==> src/rtl/f_min_max.sv <==
// Binary32 min/max and less-than/less-or-equal compare unit (RISC-V FMAX/FMIN/FLT/FLE).
// Combinational compare feeding one output register; rd and fflag_nv hold while idle.
module f_min_max (
   input  logic        clk,
   input  logic        rst_n,
   input  logic        in_valid,
   input  logic [31:0] rs1,
   input  logic [31:0] rs2,
   input  logic [1:0]  func_type,
   output logic [31:0] rd,
   output logic        out_valid,
   output logic        fflag_nv
);

   typedef enum logic [1:0] {
      FMAX  = 2'b00,
      FMIN  = 2'b01,
      F_LT  = 2'b10,
      F_LEQ = 2'b11
   } func_e;

   localparam logic [31:0] CANON_NAN = 32'h7FC0_0000;

   func_e       func;
   logic        a_nan, b_nan, a_snan, b_snan, any_nan;
   logic        a_sign, b_sign;
   logic [30:0] a_mag, b_mag;
   logic        a_lt_ord, both_zero, cmp_lt, cmp_le;
   logic [31:0] res_rd;
   logic        res_nv;

   always_comb begin
      func    = func_e'(func_type);
      a_sign  = rs1[31];
      b_sign  = rs2[31];
      a_mag   = rs1[30:0];
      b_mag   = rs2[30:0];
      a_nan   = (&rs1[30:23]) && (|rs1[22:0]);
      b_nan   = (&rs2[30:23]) && (|rs2[22:0]);
      a_snan  = a_nan && !rs1[22];
      b_snan  = b_nan && !rs2[22];
      any_nan = a_nan || b_nan;

      // Total order on sign-magnitude with -0 < +0; compares then treat the zeros as equal.
      if (a_sign != b_sign)
         a_lt_ord = a_sign;
      else if (!a_sign)
         a_lt_ord = a_mag < b_mag;
      else
         a_lt_ord = a_mag > b_mag;

      both_zero = (a_mag == '0) && (b_mag == '0);
      cmp_lt    = a_lt_ord && !both_zero;
      cmp_le    = cmp_lt || both_zero || (rs1 == rs2);
   end

   always_comb begin
      res_rd = '0;
      res_nv = 1'b0;
      unique case (func)
         FMAX, FMIN: begin
            res_nv = a_snan || b_snan;
            if (a_nan && b_nan)
               res_rd = CANON_NAN;
            else if (a_nan)
               res_rd = rs2;
            else if (b_nan)
               res_rd = rs1;
            else if (func == FMAX)
               res_rd = a_lt_ord ? rs2 : rs1;
            else
               res_rd = a_lt_ord ? rs1 : rs2;
         end
         F_LT: begin
            res_nv    = any_nan;
            res_rd[0] = !any_nan && cmp_lt;
         end
         F_LEQ: begin
            res_nv    = any_nan;
            res_rd[0] = !any_nan && cmp_le;
         end
         default: begin
            res_rd = '0;
            res_nv = 1'b0;
         end
      endcase
   end

   always_ff @(posedge clk) begin
      if (!rst_n) begin
         rd        <= '0;
         out_valid <= 1'b0;
         fflag_nv  <= 1'b0;
      end else begin
         out_valid <= in_valid;
         if (in_valid) begin
            rd       <= res_rd;
            fflag_nv <= res_nv;
         end
      end
   end

endmodule

==> config.mk <==
export PLATFORM = sky130hd
export DESIGN_NAME = f_min_max
export DESIGN_NICKNAME = d
export VERILOG_FILES = /design/src/rtl/f_min_max.sv
export SDC_FILE = /design/constraint.sdc
export NUM_CORES = 1
export LEC_CHECK = 0
export ABC_CLOCK_PERIOD_IN_PS = 6000
export CORE_ASPECT_RATIO = 0.8
export CORE_MARGIN = 2
export CORE_UTILIZATION = 49
export DETAILED_ROUTE_END_ITERATION = 12
export HOLD_SLACK_MARGIN = 0.06
export PLACE_DENSITY = 0.84
export REMOVE_ABC_BUFFERS = 1
export SLEW_MARGIN = 20
export SYNTH_ARGS = -nofsm -noshare
export SYNTH_HDL_FRONTEND = slang
export SYNTH_SLANG_ARGS = --single-unit
==> constraint.sdc <==
create_clock -name clk -period 6 [get_ports clk]
set_input_delay 1.5 -clock clk [delete_from_list [all_inputs] [get_ports clk]]
set_output_delay 1.5 -clock clk [all_outputs]
set_load 0.1 [all_outputs]
# Word-level counts from Yosys, hierarchy flattened
# Index checks and enable logic that the tools add are counted.
dict set report op_classes {
  addsub 0
  n_mul 0
  n_div 0
  order_cmp 2
  eq_ne 5
  shift 0
  muxes 11
  bitwise_logic 0
  n_reduce_logical 26
}
# operator count
set op_table {}
lappend op_table {{$mux 32} 6}
lappend op_table {{$logic_not 31->1} 2}
lappend op_table {{$reduce_or 23->1} 2}
lappend op_table {{$eq 32x32->1} 1}
lappend op_table {{$gt 31x31->1} 1}
lappend op_table {{$lt 31x31->1} 1}
lappend op_table {{$mux 31} 1}
lappend op_table {{$reduce_and 8->1} 2}
lappend op_table {{$logic_and 1x1->1} 9}
lappend op_table {{$eq 2x2->1 const B} 2}
lappend op_table {{$logic_not 1->1} 4}
lappend op_table {{$logic_or 1x1->1} 4}
lappend op_table {{$reduce_or 2->1} 2}
lappend op_table {{$pmux 1 s3} 1}
lappend op_table {{$eq 2x1->1 const B} 1}
lappend op_table {{$logic_not 2->1} 1}
lappend op_table {{$mux 1} 2}
lappend op_table {{$pmux 1 s2} 1}
lappend op_table {{$ne 1x1->1} 1}
dict set report word_totals {
  register_bits 34
  latchBits 0
  ramBits 0
  romBits 0
  in_bits 69
  wordCells 47
  mem_count 0
}

# Logic depth before layout (Yosys ltp)
dict set report depth {
  word_depth 9
  depth_mapped 12
}

# Least setup slack after synthesis
# OpenSTA, ideal clock, no wires.
dict set report synth_path {
  path_type {input to register}
  from {in rs1[31]}
  to {reg rd[10]}
  arrival_time_ps 3920
  required_ps 5872
  path_slack_ps 1952
  path_stages 11
  path_buffers 2
  path_cell_list {clkbuf_1 > inv_1 > ha_1 > a211oi_2 > o211ai_2 > or3_4 > a31o_1 > a31oi_4 > buf_12 > mux2i_1 > o21ai_1}
}
dict set report synth_via {
  elab_chain_len 8
  elab_cells_between_ends 10
}
# item line_no
set synth_lines {}
lappend synth_lines {{start: declaration} 7} ;# input logic [31:0] rs1,
lappend synth_lines {{$mux 1 or $ne 1x1->1 (tied branches)} {47, 45}}
lappend synth_lines {{$mux 1 (*)} 45} ;# if (a_sign != b_sign)
lappend synth_lines {{$mux 32, on equally long branches} {72, 70}}
lappend synth_lines {{$mux 32 (*)} 69} ;# else if (func == FMAX)
lappend synth_lines {{$mux 32 (*)} 67} ;# else if (b_nan)
lappend synth_lines {{$mux 32 (*)} 65} ;# else if (a_nan)
lappend synth_lines {{$mux 32 (*)} 63} ;# if (a_nan && b_nan)
lappend synth_lines {{$mux 31 (*)} 60} ;# unique case (func)
lappend synth_lines {{end signal: assignment} 97} ;# rd <= res_rd;
lappend synth_lines {{end: declaration} 10} ;# output logic [31:0] rd,
# Mark *: on every way between the ends. The rest lies on a longest branch, timed or not.
# A chain may end at the register's enable or synchronous reset.

# Final worst setup path
dict set report layout_path {
  from {in rs1[31]}
  to {reg rd[13]}
}
# The elaborated chain is that of the path after synthesis.

==> impl_metrics.ini <==
[die]
core.rowCount = 24
die_x_microns = 88.7
num_io_pins = 103
coreArea_sq_mm = 0.00550
fp.dieH_microns = 71.8
start_util = 0.512
dieArea_sq_mm = 0.00637

[global_route]
use_met2 = 0.442
antenna_found_initial = 0
grt_max_degree = 28
use_met3 = 0.0426
grt_util_met1 = 0.377
grt_pass1_vias = 2961
grt_pass1_wl_microns = 13800
grt_overflow = 0
grt-busiest-layer = met2
gr-usage-all-layers = 0.277

[logic_synthesis]
syn_area_sq_mm = 0.00281
async_reset_ff_frac = 0
synth_top_area_frac = 0.242
yosysWarnings = 0
avgSynthCellArea_sq_um = 7.90
synth_edf_count = 0
syn_inst = 356
synthTopCellsByCount = 47 x nand2_1, 34 x dfxtp_1, 34 x inv_1
yosysTopAreaCell = dfxtp_1
synth_cell_types = 49
synthMostInstantiatedCell = nand2_1
synthTopCellsByArea = dfxtp_1 24%, ha_1 15%, mux2i_1 7.8%
ys_ff_latch = 34
synth_flop_cell = dfxtp_1
seq_area_frac_synth = 0.242

[cts]
hold_buffers = 0
clk_pin_slew_ns = 0.08
clk_latency_ns = 0.29
post_cts_buffers = 0
ctsResizeCount = 0
cts_max_level = 2
cts_tree = built
root_buffer = clkbuf_8
cts_buffers = 5
clkSinkCount = 34
clockBufferDepth = 2

[timing]
min_period_over_period = 0.823
final-setup-viol-count = 0
min_period_ns = 4.94
rsz0062_at_grt = no
hold_viol_final = 0
max-slew-margin-rel = 0.336
fin_setup_tns_ns = 0
fmax_mhz = 202
slew_viol_final = 0
worstMarginPinSlew_ns = 0.993
skew_ns = 0

[setup_path]
path_class = primary input to flop
cp_max_fo = 19
arrival_ns = 5.12
startpoint_type = primary input
endpoint_kind = flop
cp.required_ns = 6.18

[placement]
gp_congestion = 0.850
dp.final_hpwl_microns = 6790
io_buffer_count = 102
dp.cells = 524

[route]
drt_iter0_markers = 226
drc = 0
firstDrtPassIters = 4
postRouteAntennaNets = 0
dr_total_vias = 3060
routedWlPerCell_microns = 16.0
vias_per_cell = 5.75
wirelength_microns = 8500

[layout]
final_cell_count_no_fill = 532
final_nets = 555
diodes = 0
area_delta_synth_final_pct = 41.1
drive_gt1_frac = 0.0529
fillCellCount = 440
final_util = 0.723

[pwr]
p_leak_nw = 1.62
powerDensity_mw_per_mm2 = 197
vdd_drop_max_mv = 0.130

[status]
status = complete, no violations

[flow_run]
maxCapViolCount = 0

[worst_hold_path]
hold_class = flop to flop
[final cells by class]
cell class / count / area, sq um / share of cell area
clock inverter: 3 / 45.0 / 0.0113
sequential: 34 / 681 / 0.171
tap: 78 / 97.6 / 0.0246
inverter: 34 / 128 / 0.0321
timing repair buffer: 104 / 1040 / 0.261
clock buffer: 5 / 68.8 / 0.0173
multi-input combinational: 274 / 1920 / 0.482
[routing by layer]
metal,wire length (microns),vias up
met5,0,-
met4,222,0
met3,487,20
met2,3860,125
met1,3930,1406
li1,-,1509
[stage by stage]
step           instance area, sq um  setup WS, ns  hold slack (ns)  total power, W
6_report                       3970          1.06            0.447        0.000783
5_1_grt                        3970         0.884            0.473        0.000815
4_1_cts                        3960          1.13            0.454        0.000784
3_5_place_dp                   3850         0.851            0.442        0.000565
3_3_place_gp                   3850         0.969            0.436        0.000559
2_1_floorplan                  2710          1.73            0.883        0.000449
[logic make-up (layout without fill, tap and decap cells)]
group	count (synthesis)	after routing	share of synthesized area
simple gates	123	123	0.222
compound gates	96	96	0.229
buf+inv	48	146	0.0818
flops	34	34	0.242
fa+ha+maj	33	33	0.147
mux	22	22	0.0783
[placed cells by master, fill, tap and decap left out, drive strengths merged, types with 2 or more instances in the layout]
cell and n:
clkdlybuf4s50 102, nand2 47, o21ai 37, inv 34, dfxtp 34, ha 33
a21oi 22, mux2i 22, nor4 15, nand4 13, nand3 12, nor2 10
a221o 7, nor3 7, a22oi 6, clkbuf 5, a211oi 5, nor2b 4
a31oi 4, or2 3, or3 3, o211ai 3, o31ai 3, and2 2
and3 2, and4 2, clkinvlp 2, buf 2
[critical path: stages]
cell             delay (ns)
clkdlybuf4s50_1        0.78
inv_1                  0.17
ha_1                   0.37
a211oi_2               0.24
o211ai_2               0.16
or3_4                  0.41
a31o_1                 0.26
a31oi_4                0.43
buf_4                  0.38
mux2i_1                0.30
o21ai_1                0.09
[flip-flops by register name, summed over array words and instances, names as in the netlist]
register / cells
rd: 32
fflag_nv: 1
out_valid: 1
[report_power, final]
part	internal, W	switching, W	leakage, nW
logic	0.000119	0.000201	1.29
registers	0.000238	0.00000670	0.278
clock network	0.000124	0.0000946	0.0504
total	0.000481	0.000302	1.62
[final timing paths]
check / start / to / slack [ns] / cells after the start
setup / recovery: rs1[31] / rd[13]$_SDFFE_PN0P_ / 1.06 / 11
hold / removal: rd[16]$_SDFFE_PN0P_ / rd[16]$_SDFFE_PN0P_ / 0.45 / 2
setup reg to reg: rd[0]$_SDFFE_PN0P_ / rd[0]$_SDFFE_PN0P_ / 5.09 / 2
hold reg to reg: rd[16]$_SDFFE_PN0P_ / rd[16]$_SDFFE_PN0P_ / 0.45 / 2
Power figures use the tool's default switching activity.
